==> src/rtl/pipe_ctrl.sv <==
// pipe_ctrl: stall/flush arbiter for the 5-stage pipeline.
// Resolves ID load-use, EX multi-cycle and MEM wait requests into a per-stage
// hold vector and flush strobes, tracks outstanding data-memory accesses with
// a timeout, and counts cycles in which the PC was held.
module pipe_ctrl #(
  parameter int TIMEOUT_CYCLES = 16,
  parameter int TO_W           = 8,
  parameter int CNT_W          = 32
) (
  input  logic             clk,
  input  logic             rst,
  input  logic             id_stall_req_i,
  input  logic             ex_stall_req_i,
  input  logic             mem_access_i,
  input  logic             dmem_ready_i,
  input  logic             branch_redirect_i,
  input  logic             exc_i,
  output logic [5:0]       stall_o,
  output logic             flush_if_id_o,
  output logic             flush_id_ex_o,
  output logic             flush_all_o,
  output logic             bus_err_o,
  output logic             mem_wait_o,
  output logic [CNT_W-1:0] stall_cnt_o
);

  typedef enum logic {
    ST_RUN      = 1'b0,
    ST_MEM_WAIT = 1'b1
  } state_e;

  // Hold vectors: a stall at stage N also holds every stage upstream of it.
  localparam logic [5:0] STALL_MEM  = 6'b011111;
  localparam logic [5:0] STALL_EX   = 6'b001111;
  localparam logic [5:0] STALL_ID   = 6'b000111;
  localparam logic [5:0] STALL_NONE = 6'b000000;

  localparam logic [TO_W-1:0]  WAIT_LIMIT = TO_W'(TIMEOUT_CYCLES);
  localparam logic [CNT_W-1:0] CNT_MAX    = {CNT_W{1'b1}};

  state_e           state_q, state_d;
  logic [TO_W-1:0]  wait_cnt_q, wait_cnt_d;
  logic [CNT_W-1:0] stall_cnt_q, stall_cnt_d;

  // Arbitration below the MEM level: EX, then branch redirect, then ID.
  // A redirect squashes the younger instructions, so an ID hold on a
  // wrong-path instruction is simply dropped.
  logic [5:0] low_stall;
  logic       low_flush;

  always_comb begin
    low_stall = STALL_NONE;
    low_flush = 1'b0;
    if (ex_stall_req_i) begin
      low_stall = STALL_EX;
    end else if (branch_redirect_i) begin
      low_flush = 1'b1;
    end else if (id_stall_req_i) begin
      low_stall = STALL_ID;
    end
  end

  // Next-state and combinational outputs; everything quiet while rst is high.
  always_comb begin
    state_d       = state_q;
    wait_cnt_d    = wait_cnt_q;
    stall_o       = STALL_NONE;
    flush_if_id_o = 1'b0;
    flush_id_ex_o = 1'b0;
    flush_all_o   = 1'b0;
    bus_err_o     = 1'b0;
    mem_wait_o    = 1'b0;

    if (!rst) begin
      unique case (state_q)
        ST_RUN: begin
          if (exc_i) begin
            flush_all_o = 1'b1;
          end else if (mem_access_i && !dmem_ready_i) begin
            stall_o    = STALL_MEM;
            state_d    = ST_MEM_WAIT;
            wait_cnt_d = TO_W'(1);
          end else begin
            stall_o       = low_stall;
            flush_if_id_o = low_flush;
            flush_id_ex_o = low_flush;
          end
        end

        ST_MEM_WAIT: begin
          mem_wait_o = 1'b1;
          if (exc_i) begin
            flush_all_o = 1'b1;
            state_d     = ST_RUN;
            wait_cnt_d  = '0;
          end else if (dmem_ready_i) begin
            // Memory answered: MEM hold drops this very cycle and the
            // remaining requesters get the pipeline.
            stall_o       = low_stall;
            flush_if_id_o = low_flush;
            flush_id_ex_o = low_flush;
            state_d       = ST_RUN;
            wait_cnt_d    = '0;
          end else if (wait_cnt_q == WAIT_LIMIT) begin
            bus_err_o   = 1'b1;
            flush_all_o = 1'b1;
            state_d     = ST_RUN;
            wait_cnt_d  = '0;
          end else begin
            stall_o    = STALL_MEM;
            wait_cnt_d = wait_cnt_q + TO_W'(1);
          end
        end

        default: begin
          state_d    = ST_RUN;
          wait_cnt_d = '0;
        end
      endcase
    end
  end

  // Saturating count of cycles with the PC held.
  always_comb begin
    stall_cnt_d = stall_cnt_q;
    if (stall_o[0] && (stall_cnt_q != CNT_MAX)) begin
      stall_cnt_d = stall_cnt_q + CNT_W'(1);
    end
  end

  // Register boundary: FSM state, wait counter, stall counter.
  always_ff @(posedge clk) begin
    if (rst) begin
      state_q     <= ST_RUN;
      wait_cnt_q  <= '0;
      stall_cnt_q <= '0;
    end else begin
      state_q     <= state_d;
      wait_cnt_q  <= wait_cnt_d;
      stall_cnt_q <= stall_cnt_d;
    end
  end

  assign stall_cnt_o = stall_cnt_q;

endmodule
==> config.mk <==
export PLATFORM = sky130hd
export DESIGN_NAME = pipe_ctrl
export DESIGN_NICKNAME = d
export VERILOG_FILES = /design/src/rtl/pipe_ctrl.sv
export SDC_FILE = /design/constraint.sdc
export NUM_CORES = 1
export LEC_CHECK = 0
export CAP_MARGIN = 5
export CORE_ASPECT_RATIO = 0.8
export CORE_MARGIN = 1
export CORE_UTILIZATION = 45
export CTS_CLUSTER_SIZE = 40
export DETAILED_ROUTE_END_ITERATION = 10
export GPL_ROUTABILITY_DRIVEN = 0
export PLACE_DENSITY = 0.76
export SLEW_MARGIN = 15
export SYNTH_ARGS = -nofsm -noshare
export SYNTH_HDL_FRONTEND = slang
export SYNTH_SLANG_ARGS = --single-unit
==> constraint.sdc <==
create_clock -name clk -period 2.2 [get_ports clk]
set_clock_uncertainty 0.05 [all_clocks]
set_input_delay 0.22 -clock clk [delete_from_list [all_inputs] [get_ports clk]]
set_output_delay 0.22 -clock clk [all_outputs]
set_load 0.01 [all_outputs]
# Word-level counts from Yosys, hierarchy flattened
# Index checks and enable logic that the tools add are counted.
[op_classes]
div = 0
n_shift = 0
addsub = 2
bitwise = 1
eq_ne = 4
n_reduce_logical = 4
multipliers = 0
magnitude_cmp = 0
n_mux = 41
[op_table]
columns = ["cell", "count"]
rows = [
  ["8-bit two-way mux", 5],
  ["32-bit by 1-bit adder with 32-bit output, second input constant", 1],
  ["32-bit inequality test, second input constant", 1],
  ["6-bit two-way mux", 5],
  ["1-bit two-way mux", 22],
  ["8-bit case mux with 2 select lines", 1],
  ["6-bit case mux with 2 select lines", 1],
  ["8-bit by 1-bit adder with 8-bit output, second input constant", 1],
  ["8-bit by 5-bit equality test with 1-bit output, second input constant", 1],
  ["3-bit two-way mux", 2],
  ["1-bit case mux with 2 select lines", 3],
  ["5-bit two-way mux", 1],
  ["4-bit two-way mux", 1],
  ["2-bit inequality test, second input constant", 2],
  ["1-bit logical AND", 2],
  ["2-bit AND reduction", 1],
  ["1-bit logical NOT", 1],
  ["1-bit NOT", 1],
]
[totals]
mem_bits_rw = 0
n_memories = 0
elab_cells = 55
latch_bits = 0
romBits = 0
out_inout_bits = 43
input_bits = 8
regBits = 41

# Logic depth before layout (Yosys ltp)
[logic_depth]
ltp_word = 8
ltp_mapped = 9
mapped_depth_nobuf = 9

# Worst setup path before layout
# No wires, ideal clock.
[synth_path]
kind = "reg-to-reg"
from = "reg wait_cnt_q[0]"
to = "reg stall_cnt_q[1], in the netlist stall_cnt_o[1]"
stages_incl_launch_ff = 10
setup_ps = 128
arrival_ps = 2269
required_time_ps = 2022
n_path_buf = 0
path_slack_ps = -247
period_less_slack_ps = 2447
path_cell_list = "dfxtp_1 inv_1 ha_1 or4b_1 or4_1 nand2_2 clkinv_1 nand2_2 mux2i_1 nor2_1"
[synth_between]
elab_chain_cells = 7
[synth_rtl]
columns = ["item", "line_no", "rtl"]
rows = [
  ["start, declared", "42", "logic [TO_W-1:0] wait_cnt_q, wait_cnt_d;"],
  ["start signal, assigned", "139", "wait_cnt_q <= wait_cnt_d;"],
  ["8-bit by 5-bit equality test with 1-bit output", "104", "end else if (wait_cnt_q == WAIT_LIMIT) begin"],
  ["5-bit two-way mux", "104", ""],
  ["6-bit two-way mux", "96", "end else if (dmem_ready_i) begin"],
  ["6-bit two-way mux", "92", "if (exc_i) begin"],
  ["6-bit case mux with 2 select lines", "75", "unique case (state_q)"],
  ["6-bit two-way mux", "74", "if (!rst) begin"],
  ["named net stall_o[0]", "18", "output logic [5:0] stall_o,"],
  ["1-bit logical AND", "126", "if (stall_o[0] && (stall_cnt_q != CNT_MAX)) begin"],
  ["end signal, assigned", "140", "stall_cnt_q <= stall_cnt_d;"],
  ["end, declared", "43", "logic [CNT_W-1:0] stall_cnt_q, stall_cnt_d;"],
]
# The timed path passes the listed nets, and every way through them passes these cells.
# A chain may end at the register's enable or synchronous reset.

# Worst setup path after layout
[layout_path]
from = "reg stall_cnt_q[1], in the netlist stall_cnt_o[1]"
to = "reg stall_cnt_q[26], in the netlist stall_cnt_o[26]"
[layout_between]
elab_chain_cells = 2
elab_cells_between_ends = 3
classes_between = "1 x add/sub; 1 x eq/ne; 1 x reduce/logical"
[layout_rtl]
columns = ["item"]
rows = [
  ["branches (longest 2 deep; another with 32-bit by 1-bit adder with 32-bit output)"],
]
# Several ways; the timed one is not identified.

==> PnR_summary.wiki <==
{| class="wikitable"
! Metric !! Value
|-
| Run status || finished, violations left
|-
| Violated checks || setup timing
|-
| Critical path type || reg -> reg
|-
| Number of antenna diodes || 0
|-
| Width of the die || 79.8 microns
|-
| Level count of the clock H-tree || 2
|-
| Part of the total power dissipated in sequential elements || just under 50%
|-
| Synth unique cells || 48
|-
| Share of total power consumed by net switching || 22.8%
|-
| Port bufs || 49
|-
| Total global-route track usage || about a quarter
|-
| Number of global-route vias before repair || 2,141
|-
| Fraction of layout instances using a drive strength above 1 || 40.2%
|-
| Crit end category || register
|-
| Clock buffers created by TritonCTS || 5
|-
| Net switching power figure || 0.000348 W
|-
| TritonCTS clock tree || done
|-
| Total Routed Length || 6.73 mm
|-
| Starting utilization of the core area || between 40 and 50%
|-
| Number of synthesized register bits || 41
|-
| Critical path, cell by cell || buf_4 -> ha_2 -> nand4_1 -> nor4_2 -> buf_4 -> o211ai_1 -> or4_1 -> a21oi_1
|-
| Synth cell count leaders || 51 x nor2_1, 41 x dfxtp_1, 15 x nand2_1
|-
| Stage delay of the slowest cell on the critical path || 0.57 ns
|-
| Total power per unit cell area || 425 mW/mm^2
|-
| Final Total Pwr || 0.00153 W
|-
| Top fanout value on the critical path || 4
|-
| Internal cell power || about 0.0012 W
|-
| Final number of hold-violating endpoints || 0
|-
| Number of flops mapped to enable cells by yosys || 0
|-
| Total iterations of the first detailed-routing run || 4
|-
| Nature of the critical path startpoint || register
|-
| Worst supply voltage drop on vdd || 0.000313 V
|-
| Period Utilization, post-route || 107%
|-
| Clock Power Share || around 42%
|-
| Syn Area/Cell || between 8 and 9 sq um
|-
| Count of endpoints failing setup in the final report || 25
|-
| Clock transition at the registers of the reported paths || ~0.080 ns
|-
| Synthesized instance count || 269
|-
| Sequential area share after synthesis || a little under two fifths
|-
| Async SR Flop Fraction || 0%
|-
| Hpwl dp || 4.51 mm
|-
| Wire length of the first global-routing pass || slightly above 10 mm
|-
| Top cells by area in the synthesized netlist || dfxtp_1 38%, nor2_1 8.8%, xnor2_1 4.4%
|-
| Combinational share of power || 9.1%
|-
| Hold path depth || 2
|-
| Total number of vias || 2,377
|-
| Clock latency at the later pin of the worst-skew pair || 0.30 ns
|-
| Depth of the most critical reg-to-reg path || 8
|-
| Synthesized net count || 280
|-
| Worst Hold Slack || 0.460 ns
|-
| Antenna violations before repair || 0
|-
| Average wire per standard cell || 15.2 microns
|-
| Post-synthesis instance area || 0.00218 sq mm
|-
| Pleak || 1.36 nW
|-
| Number of hold buffers added after cts || 0
|-
| Antenna viol nets, final || 0
|-
| Setup repair after global routing missed its margin || yes
|-
| Number of fill cells || roughly 300
|-
| Layout net count || around 390
|-
| Data arrival, critical path || 2.53 ns
|-
| Highest clock frequency the design can meet || roughly 430 MHz
|-
| Most frequent cell after synthesis || nor2_1
|-
| Final critical-path setup slack || -0.149 ns
|-
| Die Y || 64.2 microns
|-
| Mean number of vias per cell || 5.37
|-
| Final number of max-transition violations || 0
|-
| WP data required || 2.38 ns
|-
| DIE AREA || a little over 0.005 sq mm
|-
| Buffer cell driving the clock tree root || clkbuf_8
|-
| Max_cap viols || 0
|-
| Cell type with the largest total area after synthesis || dfxtp_1
|-
| Top-area cell type share of the netlist area || ~38%
|-
| Post-synthesis to final-layout area growth || 64.7%
|-
| Crit-path most repeated cell || buf_4
|-
| Slowest CP cell || or4_1
|-
| Yosys Warn Count || 0
|-
| DRC violation total after the first TritonRoute iteration || between 100 and 150
|-
| Most used flip-flop cell after synthesis || dfxtp_1
|-
| Remaining DRCs || 0
|-
| Min cycle time layout || 2.35 ns
|-
| Std-Cell Rows || 22
|-
| Hold Path Class || reg -> reg
|-
| Floorplan Core Area || 0.00462 sq mm
|-
| Top-level port count || 51
|-
| Maximum clock path buffer count || 2
|-
| Sum of overflow across all layers after global routing || 0
|-
| Sink Count || 41
|-
| Largest net degree at the start of global routing || 47
|}
worst max-delay path: cells and delay by family, from the launching register on:
family / cells / cell delay [ns]
compound gates: 2 / 0.30
fa+ha+maj: 1 / 0.17
buf+inv: 2 / 0.30
flops: 1 / 0.34
simple gates: 3 / 1.12
kinds of logic after synthesis:
kind of cell | after synthesis | share of synthesized area [%]
AOI/OAI and AO/OA | 31 | 9.31
and+or+nand+nor | 146 | 35.7
other | 1 | 0.172
DFF | 41 | 37.7
buffers and inverters | 21 | 4.42
xor gates and xnor gates | 21 | 8.44
adders and majority gates | 3 | 1.72
muxes | 5 | 2.53
routing by layer:
layer	routed length, microns	share of wire [%]	GRT usage [%]
met1	3070	46	36.8
met2	3200	48	40.6
met3	351	5.2	4.29
met4	110	1.6	8.04
met5	0	0	0
power by group through the flow:
stage | registers, W | logic, W | clock network [W]
6_report | 0.000745 | 0.000138 | 0.000643
5_1_grt | 0.000745 | 0.000149 | 0.000680
4_1_cts | 0.000744 | 0.000121 | 0.000646
3_5_place_dp | 0.000761 | 0.000116 | 0
3_3_place_gp | 0.000761 | 0.000114 | 0
2_1_floorplan | 0.000763 | 0.0000541 | 0
path summary, 6_finish.rpt:
| check | startpoint | end | slack [ns] |
|---|---|---|---|
| worst max-delay path | stall_cnt_o[1]$_SDFFE_PP0P_ | stall_cnt_o[26]$_SDFFE_PP0P_ | -0.15 |
| worst min-delay path | wait_cnt_q[7]$_SDFFE_PP0P_ | wait_cnt_q[7]$_SDFFE_PP0P_ | 0.46 |
| worst max register to register | stall_cnt_o[1]$_SDFFE_PP0P_ | stall_cnt_o[26]$_SDFFE_PP0P_ | -0.15 |
| worst min register to register | wait_cnt_q[7]$_SDFFE_PP0P_ | wait_cnt_q[7]$_SDFFE_PP0P_ | 0.46 |
final cells by class:
type | count | area, sq um | area share [%]
Clock inverter | 1 | 30.0 | 0.837
Clock buffer | 7 | 86.3 | 2.41
Timing Repair Buffer | 118 | 1020 | 28.4
Tap cell | 60 | 75.1 | 2.09
Sequential cell | 41 | 858 | 23.9
Inverter | 9 | 38.8 | 1.08
Multi-Input combinational cell | 207 | 1480 | 41.3
through the flow:
stage,utilization [%],TNS [ns],std cells,setup WS (ns),area [sq um]
floorplan,-,-0.221,269,-0.0517,2250
detailed placement,69.5,-3.95,428,-0.237,3210
CTS,73.0,-0.959,438,-0.107,3380
global placement,69.5,-2.75,428,-0.180,3210
finish,77.6,-1.71,443,-0.149,3590
global route,77.6,-5.31,443,-0.274,3590
sequential cells by signal (all words and copies together) (netlist names):
register / flops
stall_cnt_o: 32
state_q: 1
wait_cnt_q: 8
repair_timing:
item                                    4_1_cts  5_1_grt
buffers inserted                              4        4
pin swaps                                    13       25
endpoints found under the setup margin       32       38
cloned                                        0        1
resized for setup                            47       33
cells in the final DEF (no fill, tap or decap), types with 4 or more instances in the layout:
cell type | synthesis | routed
clkdlybuf4s50_1 | 0 | 42
nor2_1 | 51 | 47
buf_6 | 0 | 7
clkbuf_8 | 0 | 6
nor3_2 | 2 | 4
inv_1 | 8 | 6
nand3_1 | 12 | 8
buf_4 | 4 | 63
or4_4 | 1 | 4
xor2_1 | 10 | 8
nand3_2 | 2 | 4
nor2b_1 | 7 | 7
nand2_1 | 15 | 15
and3_1 | 5 | 5
nand3b_1 | 5 | 5
nand4_1 | 13 | 13
o21ai_0 | 8 | 8
buf_2 | 1 | 5
nor2_2 | 0 | 4
dfxtp_1 | 41 | 19
a21oi_1 | 10 | 10
dfxtp_4 | 0 | 4
xnor2_1 | 11 | 10
dfxtp_2 | 0 | 18
Power figures use the tool's default switching activity.
